`src/rtl/led_pattern_gen_pkg.sv`:
```
// Shared types and constants for the LED pattern generator.
// Mode encoding, FSM state type and default widths.
package led_pattern_gen_pkg;

  localparam int DEF_PER_W = 8;
  localparam int DEF_CNT_W = 4;

  localparam logic [1:0] MODE_OFF   = 2'd0;
  localparam logic [1:0] MODE_ON    = 2'd1;
  localparam logic [1:0] MODE_BLINK = 2'd2;
  localparam logic [1:0] MODE_PULSE = 2'd3;

  typedef enum logic [1:0] {
    IDLE,
    STEADY,
    ON_PH,
    OFF_PH
  } state_e;

endpackage

```
`src/rtl/led_pattern_gen_phase_timer.sv`:
```
// led_phase_timer: ce-gated tick counter with a phase-end strobe.
// A period of 0 behaves as 1; compare before increment, so no wrap.
module led_phase_timer
  import led_pattern_gen_pkg::*;
#(
  parameter int PER_W = DEF_PER_W
) (
  input  logic             clk,
  input  logic             rst,
  input  logic             ce,
  input  logic             run,
  input  logic             clr,
  input  logic [PER_W-1:0] period,
  output logic             phase_end
);

  localparam logic [PER_W-1:0] ONE = PER_W'(1);

  logic [PER_W-1:0] tick_cnt_q;
  logic [PER_W-1:0] tick_cnt_d;
  logic [PER_W-1:0] last;

  // Phase ends on the tick that reaches period-1; clr wins over ce.
  always_comb begin
    last       = (period == '0) ? '0 : period - ONE;
    phase_end  = run && ce && !clr && (tick_cnt_q == last);
    tick_cnt_d = tick_cnt_q;
    if (clr) begin
      tick_cnt_d = '0;
    end else if (run && ce) begin
      tick_cnt_d = phase_end ? '0 : tick_cnt_q + ONE;
    end
  end

  // Tick counter register.
  always_ff @(posedge clk or posedge rst) begin
    if (rst) tick_cnt_q <= '0;
    else     tick_cnt_q <= tick_cnt_d;
  end

endmodule

```
`src/rtl/led_pattern_gen.sv`:
```
// led_pattern_gen: turns handshaked commands into timed LED patterns.
// Optional LED_PWM_EN dims led_out with a 16-step free-running PWM.
module led_pattern_gen
  import led_pattern_gen_pkg::*;
#(
  parameter int PER_W    = DEF_PER_W,
  parameter int CNT_W    = DEF_CNT_W,
  parameter int PWM_DUTY = 8
) (
  input  logic             clk,
  input  logic             rst,
  input  logic             ce,
  input  logic             cmd_valid,
  output logic             cmd_ready,
  input  logic [1:0]       cmd_mode,
  input  logic [CNT_W-1:0] cmd_count,
  input  logic [PER_W-1:0] cmd_period,
  output logic             led_out,
  output logic             busy,
  output logic             done
);

  localparam logic [PER_W-1:0] PER_ONE = PER_W'(1);

  state_e           state_q, state_d;
  logic [1:0]       mode_q, mode_d;
  logic [CNT_W-1:0] cnt_q, cnt_d;
  logic [CNT_W-1:0] rep_q, rep_d;
  logic [PER_W-1:0] per_q, per_d;
  logic             led_q, led_d;
  logic             done_q, done_d;
  logic             accept;
  logic             run;
  logic             phase_end;
  logic             phase_on_d;
  logic [CNT_W:0]   rep_nxt;

  // Ready in IDLE, STEADY and continuous blink; finite patterns block.
  always_comb begin
    cmd_ready = 1'b0;
    unique case (1'b1)
      state_q == IDLE:   cmd_ready = 1'b1;
      state_q == STEADY: cmd_ready = 1'b1;
      default: cmd_ready = (mode_q == MODE_BLINK) && (cnt_q == '0);
    endcase
  end

  assign accept  = cmd_valid && cmd_ready;
  assign run     = (state_q == ON_PH) || (state_q == OFF_PH);
  assign rep_nxt = {1'b0, rep_q} + 1'b1;

  led_phase_timer #(
    .PER_W(PER_W)
  ) u_timer (
    .clk      (clk),
    .rst      (rst),
    .ce       (ce),
    .run      (run),
    .clr      (accept),
    .period   (per_q),
    .phase_end(phase_end)
  );

  // Next state: accept/preempt first, otherwise advance on phase ends.
  always_comb begin
    state_d = state_q;
    mode_d  = mode_q;
    cnt_d   = cnt_q;
    per_d   = per_q;
    rep_d   = rep_q;
    done_d  = 1'b0;
    if (accept) begin
      mode_d = cmd_mode;
      cnt_d  = cmd_count;
      per_d  = (cmd_period == '0) ? PER_ONE : cmd_period;
      rep_d  = '0;
      unique case (cmd_mode)
        MODE_OFF: state_d = IDLE;
        MODE_ON:  state_d = STEADY;
        default:  state_d = ON_PH;
      endcase
    end else if (phase_end) begin
      unique case (state_q)
        ON_PH: begin
          if (mode_q == MODE_PULSE) begin
            state_d = IDLE;
            done_d  = 1'b1;
          end else begin
            state_d = OFF_PH;
          end
        end
        OFF_PH: begin
          if (cnt_q == '0) begin
            state_d = ON_PH;
          end else if (rep_nxt < {1'b0, cnt_q}) begin
            state_d = ON_PH;
            rep_d   = rep_nxt[CNT_W-1:0];
          end else begin
            state_d = IDLE;
            done_d  = 1'b1;
          end
        end
        default: state_d = state_q;
      endcase
    end
  end

  assign phase_on_d = (state_d == STEADY) || (state_d == ON_PH);

`ifdef LED_PWM_EN
  localparam logic [4:0] DUTY = 5'(PWM_DUTY);

  logic [3:0] pwm_cnt_q;
  logic [3:0] pwm_cnt_d;

  // Dim the lit phases with the next PWM count so led_out stays aligned.
  always_comb begin
    pwm_cnt_d = pwm_cnt_q + 4'd1;
    led_d     = phase_on_d && ({1'b0, pwm_cnt_d} < DUTY);
  end

  // Free-running PWM counter.
  always_ff @(posedge clk or posedge rst) begin
    if (rst) pwm_cnt_q <= '0;
    else     pwm_cnt_q <= pwm_cnt_d;
  end
`else
  // Without dimming the LED follows the lit phase; zero duty stays dark.
  always_comb begin
    led_d = phase_on_d && (PWM_DUTY != 0);
  end
`endif

  // Pattern state and registered outputs.
  always_ff @(posedge clk or posedge rst) begin
    if (rst) begin
      state_q <= IDLE;
      mode_q  <= MODE_OFF;
      cnt_q   <= '0;
      per_q   <= PER_ONE;
      rep_q   <= '0;
      led_q   <= 1'b0;
      done_q  <= 1'b0;
    end else begin
      state_q <= state_d;
      mode_q  <= mode_d;
      cnt_q   <= cnt_d;
      per_q   <= per_d;
      rep_q   <= rep_d;
      led_q   <= led_d;
      done_q  <= done_d;
    end
  end

  assign led_out = led_q;
  assign done    = done_q;
  assign busy    = (state_q != IDLE);

endmodule

```
`config.mk`:
```
export PLATFORM = sky130hd
export DESIGN_NAME = led_pattern_gen
export DESIGN_NICKNAME = d
export VERILOG_FILES = /design/src/rtl/led_pattern_gen_pkg.sv /design/src/rtl/led_pattern_gen_phase_timer.sv /design/src/rtl/led_pattern_gen.sv
export SDC_FILE = /design/constraint.sdc
export NUM_CORES = 1
export LEC_CHECK = 0
export ABC_AREA = 1
export ABC_CLOCK_PERIOD_IN_PS = 3400
export CORE_UTILIZATION = 45
export DETAILED_ROUTE_END_ITERATION = 6
export PLACE_DENSITY = 0.63
export SYNTH_ARGS = -nofsm -noshare
export SYNTH_HDL_FRONTEND = slang
export SYNTH_SLANG_ARGS = --single-unit
```
`constraint.sdc`:
```
create_clock -name clk -period 3.4 [get_ports clk]
set_clock_uncertainty 0.1 [all_clocks]
set_input_delay 0.68 -clock clk [delete_from_list [all_inputs] [get_ports clk]]
set_output_delay 0.68 -clock clk [all_outputs]
set_load 0.01 [all_outputs]
```
# Yosys cells after proc, flatten, opt, wreduce, memory -nomap -nowiden
# Index checks and enable logic that the tools add are counted.
# classes
add_sub_neg	3
order_cmp	1
n_eq_ne	10
muxes	24
n_reduce_logical	20
# ops
cell	count
$mux 8	5
$mux 4	5
$logic_not 8->1	2
$eq 2x2->1 const B	5
$mux 2	5
$reduce_bool 2->1	5
$add 8x1->8 const B	1
$eq 8x8->1	1
$pmux 2 s2	2
$sub 8x1->8 const B	1
$eq 2x1->1 const B	3
$mux 1	6
$add 4x1->5 const B	1
$logic_and 1x1->1	5
$lt 5x4->1	1
$logic_not 2->1	2
$logic_not 4->1	1
$reduce_and 4->1	1
$logic_or 1x1->1	2
$ne 2x1->1 const B	1
$pmux 1 s2	1
$reduce_or 2->1	1
$logic_not 1->1	1
# word_totals
reg_bits	30
input_bits	18
out_inout_bits	4

# Logic depth before layout (Yosys ltp)
# Gate-level depths: netlist of run 1.
# depth
ltp_word	11
mapped_depth	17

# By module
# A second synthesis of run 1 with hierarchy kept.
# hier_totals
cells_unflattened	286
hier_area_um2	1983.2
# modules_own_cells
module	n_inst	cells_per_inst	area_per_inst_um2	seq_area_each_um2
led_pattern_gen	1	139	1137.3	551.8
led_phase_timer	1	147	845.8	200.2

# Worst setup path after synthesis of run 1
# No wires, ideal clock.
# synth_path
kind	register to register
start	register per_q[0]
end	register rep_q[0]
setup_ns	0.117
arrival_time_ns	2.054
setup_slack_ns	1.129
stages_incl_launch_ff	16
path_cell_list	dfstp_2 > inv_1 > ha_1 > nand2_4 > nor2_4 > nand2_4 > buf_12 > nand2_4 > nand2_4 > nand2_2 > nor2_2 > nand4_2 > nor3b_4 > nand2_2 > nand3_1 > nand2_1
# synth_via
elab_chain_cells	6
# synth_rtl
item	line_no	text
from (decl)	led_pattern_gen.sv:29	logic [PER_W-1:0] per_q, per_d;
from (signal assigned)	led_pattern_gen.sv:148	per_q <= per_d;
$sub 8x1->8 / $logic_not 8->1 (equally long branches)	led_pattern_gen_phase_timer.sv:25	last = (period == '0) ? '0 : period - ONE;
$mux 8 (*)	led_pattern_gen_phase_timer.sv:25	
$eq 8x8->1 (*)	led_pattern_gen_phase_timer.sv:26	phase_end = run && ce && !clr && (tick_cnt_q == last);
$logic_and 1x1->1 (*)	led_pattern_gen_phase_timer.sv:26	
$reduce_bool 2->1 (no source line) (*)	n/a	
$reduce_and 4->1 (no source line) (*)	n/a	
to (signal assigned)	led_pattern_gen.sv:149	rep_q <= rep_d;
to (decl)	led_pattern_gen.sv:28	logic [CNT_W-1:0] rep_q, rep_d;
# Mark *: on every way between the ends. The rest lies on a longest branch, timed or not.
# A chain may end at the register's enable or synchronous reset.

# Worst setup path in the final report of run 1
# layout_path
start	register per_q[0]
end	register rep_q[2]
# The elaborated chain is that of the path after synthesis.

==> results of run 1 <==
-- power groups by stage --
stage | registers, µW | logic (µW) | clock network [µW]
floorplan | 552 | 876 | 0
global placement | 585 | 1080 | 0
detailed placement | 587 | 1080 | 0
CTS | 581 | 1090 | 309
global route | 596 | 1260 | 322
finish | 581 | 1090 | 295
-- through the flow --
stage          cells  setup slack (ns)  power, µW
3_3_place_gp     352             0.914       1670
5_1_grt          360             0.714       2170
3_5_place_dp     352             0.847       1670
2_1_floorplan    283              1.13       1430
6_report         360             0.909       1970
4_1_cts          360             0.929       1980
-- kinds of logic (layout without fill, tap and decap cells) --
| family | count (synthesis) | count (layout) |
|---|---|---|
| AOI/OAI and AO/OA | 29 | 29 |
| DFF | 30 | 30 |
| adders and majority gates | 6 | 6 |
| xor gates and xnor gates | 8 | 8 |
| and+or+nand+nor | 164 | 164 |
| buffers and inverters | 46 | 71 |
-- cells in the final DEF, fill, tap and decap left out, types with 2 or more instances in the layout --
| master | count |
|---|---|
| nand3_2 | 3 |
| nand3_1 | 34 |
| nand2_2 | 11 |
| nor2_4 | 2 |
| nor3_1 | 3 |
| o22ai_1 | 5 |
| nand2_4 | 4 |
| nand2_1 | 72 |
| buf_4 | 2 |
| clkdlybuf4s50_1 | 21 |
| o21ai_0 | 17 |
| a21oi_1 | 4 |
| nor2_1 | 14 |
| nor2_2 | 3 |
| inv_1 | 34 |
| xnor2_1 | 2 |
| nand4_1 | 12 |
| dfrtp_1 | 29 |
| inv_2 | 6 |
| xor2_1 | 6 |
| ha_1 | 6 |
| clkbuf_8 | 6 |
| nand4_2 | 2 |
-- final timing paths --
check | end | slack, ns | cells after the start
max | rep_q[2]$_DFFE_PP0P_ | 0.91 | 12
min | cnt_q[0]$_DFFE_PP0P_ | 0.42 | 2
min in group asynchronous | rep_q[0]$_DFFE_PP0P_ | 0.68 | 2
max in group asynchronous | u_timer.tick_cnt_q[6]$_DFFE_PP0P_ | 1.86 | 3
min reg2reg | cnt_q[0]$_DFFE_PP0P_ | 0.42 | 2
max reg2reg | rep_q[2]$_DFFE_PP0P_ | 0.91 | 12
-- layer usage --
layer / GRT usage, % / up-vias
li1: - / 970
met1: 26.8 / 859
met2: 33.7 / 21
met3: 4.62 / 5
met4: 7.78 / 0
met5: 0 / -
-- sequential cells by signal, indices dropped and copies added (netlist names) --
signal              cells
led_out                 1
per_q                   8
state_q                 2
mode_q                  2
cnt_q                   4
done                    1
rep_q                   4
u_timer.tick_cnt_q      8
-- final cells by class --
class | count | area, µm² | area share (%)
Multi-Input combinational cell | 207 | 1140 | 46.9
Sequential cell | 30 | 752 | 31.1
Timing Repair Buffer | 23 | 225 | 9.31
Inverter | 40 | 150 | 6.20
Clock buffer | 7 | 86.3 | 3.57
Tap cell | 52 | 65.1 | 2.69
Clock inverter | 1 | 5.00 | 0.207
-- tightest hold or removal path: stages (launching register included) --
cell	delay [ns]
dfrtp_1	0.36
nand2_1	0.07
nand2_1	0.06
==> results.cfg, run 1 <==
[status]
status = complete, no violations

[power]
netSwitchingFraction_pct = 47.7
ir_drop_mv = 0.369
comb_power_share_pct = 55.4
pwr-share-clk_pct = 15.0
powerDensity_nw_per_um2 = 812
p_seq_share_pct = 29.6
leakage_uw = 0.00124
internal_power_uw = 1030
switchingPower_uw = 938

[grt]
track_usage_pct = 20.7
grt_overflow = 0
grt_pass1_wl_mm = 8.02
grt_antenna_before_repair = 0
grt_max_degree = 21
grt_pass1_vias = 1803

[cells_and_area]
drive_gt1_share_pct = 13.6
fin_nets = 331
stdcell_area_um2 = 2420
nFillCells = 440
final_core_util_pct = 54.8
n_antenna_cell = 0
area_growth_pct = 16.2

[floorplanning]
die_h_um = 70.0
start_util_pct = 47.2
core_area_um2 = 4410
rows = 24
dieArea_um2 = 4900
die_x_um = 70.0
io_pins = 22

[clocking]
clock_path_buffers = 2
clock_latency_ns = 0.28
numCtsBuffers = 5
hold_buffers = 0
root_buffer = clkbuf_8
cts.sinks = 30
htree_num_levels = 2
ctsResizeCount = 0
cts_tree = done
clkTransAtPathRegs_ns = 0.06
post_cts_buffers = 0

[synthesis]
ys_seq_elements = 30
synthArstFlopShare_pct = 100
synth_area_leaders = dfrtp_1 (35%), nand2_1 (13%), nand3_1 (8.2%), inv_1 (6.1%), o21ai_0 (4.1%)
syn-num-nets = 307
netlist_area_um2 = 2080
synth_edf_count = 0
synthCells = 283
syn_area_per_cell_um2 = 7.36
ys.flop_type = dfrtp_1
synth_fa_ha_area_share_pct = 3.61
synth_top_family_by_area = simple AND/OR/NAND/NOR gates
synth_compound_area_share_pct = 7.63
yosys.area_share.simple_pct = 40.0
ys.warnings.count = 0
synthMuxAreaShare_pct = 0
ys_types = 32
synth_largest_area_cell = dfrtp_1
synth_top_area_share_pct = 34.9
synth_common_cells = nand2_1 (72), inv_1 (34), nand3_1 (34)
yosysMostFrequentCell = nand2_1
synthXorXnorAreaFrac_pct = 3.37
ys_seq_area_share_pct = 36.1

[worst_setup_path]
reg2reg_from = per_q[0]$_DFFE_PP1P_
start_kind = flip-flop
cp_top_family = simple AND/OR/NAND/NOR gates
worstPathArrival_ns = 2.56
critPathSlowestCell = dfstp_2
crit_path_start = per_q[0]$_DFFE_PP1P_
worst-path-buf-inv = 1
worstPathCellList = inv_1 > ha_1 > nand2_4 > o21ai_0 > nand2_1 > nand2_1 > and2_1 > nand4_2 > nor3b_4 > nand2_2 > nand3_1 > nand2_1
crit_fanout = 7
path_common_cell = nand2_1
critPathKind = reg2reg
end_kind = flip-flop
crit_required_ns = 3.47
cp_slowest_stage_delay_ns = 0.37

[sta]
worstMarginPinSlew_ns = 0.650
timing.final.crit_share_pct = 73.3
finalCriticalPeriod_ns = 2.49
rsz0062_at_grt = false
finalMaxSlewViolations = 0
setup_viol = 0
slew_headroom_pct = 56.6
fmax_mhz = 402
finalHoldViolCount = 0
setup_tns_ns = 0
whs_ns = 0.421

[job]
cap_violations = 0

[detailed_routing]
ant_nets = 0
wl_met1_mm = 2.19
wirelength_mm = 4.46
met3WireLength_um = 122
route.met2.wl_mm = 2.09
wl_per_cell_um = 12.4
vias = 1855
post_drt_via_cell_ratio = 5.15
drt_iter0_drc = 73
drc = 0
routed.top_layer = met4
firstDrtPassIters = 4

[place]
place_congestion = 0.806
dpl.hpwl_mm = 3.44
io_buffer_count = 21
placed_cell_area_um2 = 2330

[min_path]
min_path_type = reg2reg
hold_start = cnt_q[0]$_DFFE_PP0P_
(Power assumes the default switching activity.)
==> run 2: changes to the inputs <==
Settings changed: ABC_CLOCK_PERIOD_IN_PS 3400 to 2450.
Clock period 3.4 ns to 2.45 ns, I/O delays scaled along.
==> run 2 against run 1 <==
  * Combinational power rose by 43%
  * Maximum frequency rose by 10%
  * Cell count rose by 1.1%
  * Worst setup slack got worse by 0.72 ns
  * Count of clock-buffer cells in the layout rose by 1
  * Clock power rose by 59%
  * Critical path depth rose by 3
  * Die area did not move
  * Register-to-register slack got worse by 0.72 ns
  * First-iteration DRC count fell by 16%
  * Sequential power rose by 38%
  * Critical path type unchanged
  * Critical endpoint is now rep_q[3]$_DFFE_PP0P_
==> results.cfg, run 2 (synthesis gave the netlist of run 1 again) <==
[status]
status = complete, no violations

[power]
ir_drop_mv = 0.651
powerDensity_nw_per_um2 = 1140
power_uw = 2830
leakage_uw = 0.00126

[place]
place_ws_ns = 0.115
dpl.hpwl_mm = 3.48
io_buffer_count = 21
place_congestion = 0.851

[detailed_routing]
wl_met1_mm = 2.23
firstDrtPassIters = 4
vias = 1858
wirelength_mm = 4.50
drt_iter0_drc = 61
wl_per_cell_um = 12.4
route.met2.wl_mm = 2.12
ant_nets = 0
routed.top_layer = met4
drc = 0
post_drt_via_cell_ratio = 5.10
met3WireLength_um = 90

[clocking]
hold_buffers = 0
numCtsBuffers = 5
clock_path_buffers = 2
post_cts_buffers = 0
clkTransAtPathRegs_ns = 0.06
ctsResizeCount = 0
root_buffer = clkbuf_8
clock_latency_ns = 0.28
cts_tree = done
cts.sinks = 30
htree_num_levels = 2

[sta]
slew_headroom_pct = 74.0
setup_viol = 0
finalHoldViolCount = 0
worstMarginPinSlew_ns = 0.390
finalCriticalPeriod_ns = 2.26
rsz0062_at_grt = true
fin_ws_ns = 0.189
setup_tns_ns = 0
fmax_mhz = 442
timing.final.crit_share_pct = 92.3
finalMaxSlewViolations = 0

[floorplanning]
core_area_um2 = 4410
start_util_pct = 47.2
die_x_um = 70.0
dieArea_um2 = 4900
io_pins = 22
die_h_um = 70.0
rows = 24

[worst_setup_path]
worstPathArrival_ns = 2.33
critPathKind = reg2reg
crit_required_ns = 2.52
end_kind = flip-flop
crit_fanout = 6
start_kind = flip-flop

[grt]
grt_pass1_vias = 1795
track_usage_pct = 20.8
grt_overflow = 0
grt_max_degree = 31
grt_pass1_wl_mm = 8.02
grt_antenna_before_repair = 0

[cells_and_area]
area_growth_pct = 18.9
final_core_util_pct = 56.1
biggestRegsByFlops = per_q (8), u_timer.tick_cnt_q (8)
multiInputGateArea_um2 = 1150
n_antenna_cell = 0
final_cell_mix = nand2_1 (72), inv_1 (34), nand3_1 (34)
nFillCells = 435
fin_nets = 335
final_common_cell = nand2_1
regArea_um2 = 752
drive_gt1_share_pct = 16.0

[min_path]
min_path_type = reg2reg

[job]
cap_violations = 0
[run 2: final timing paths]
check	slack, ns	endpoint	depth (start not counted)	from
max	0.19	rep_q[3]$_DFFE_PP0P_	15	per_q[1]$_DFFE_PP0P_
min	0.40	cnt_q[0]$_DFFE_PP0P_	2	cnt_q[0]$_DFFE_PP0P_
max reg2reg	0.19	rep_q[3]$_DFFE_PP0P_	15	per_q[1]$_DFFE_PP0P_
min reg2reg	0.40	cnt_q[0]$_DFFE_PP0P_	2	cnt_q[0]$_DFFE_PP0P_
max in group asynchronous	1.43	per_q[0]$_DFFE_PP1P_	3	rst
min in group asynchronous	0.50	rep_q[3]$_DFFE_PP0P_	3	rst
[run 2: power breakdown]
group          total (µW)  switching [µW]  internal [µW]
sequential            800             146            654
clock                 468             185            283
combinational        1560             986            574
total                2830            1320           1510
[run 2: per-stage QoR]
step           std cells  instance area, µm²  hold slack [ns]
2_1_floorplan        283                2080            0.371
3_3_place_gp         355                2350            0.395
3_5_place_dp         355                2350            0.391
4_1_cts              363                2460            0.409
5_1_grt              364                2480            0.432
6_report             364                2480            0.403
[run 2: layout make-up]
type / count / share of cell area, %
Clock buffer: 8 / 4.45
Timing Repair Buffer: 26 / 10.0
Tap cell: 52 / 2.63
Multi-Input combinational cell: 208 / 46.5
Inverter: 40 / 6.06
Sequential cell: 30 / 30.4
[run 2: critical path: stages (launching register included)]
cell and delay (ns):
dfrtp_1 0.40, inv_1 0.09, ha_2 0.22, nand2_4 0.07, nor2_4 0.14, nand2_2 0.12
nand2_1 0.08, nand2_1 0.05, nand2_2 0.07, inv_2 0.04, nor2_2 0.08, nand4_2 0.10
nor3b_4 0.31, nand2_2 0.12, nand3_1 0.09, nand2_1 0.05
[run 2: metal layers]
layer | GRT usage (%) | vias up
li1 | - | 980
met1 | 27.0 | 852
met2 | 34.3 | 22
met3 | 3.90 | 4
met4 | 8.00 | 0
met5 | 0 | -
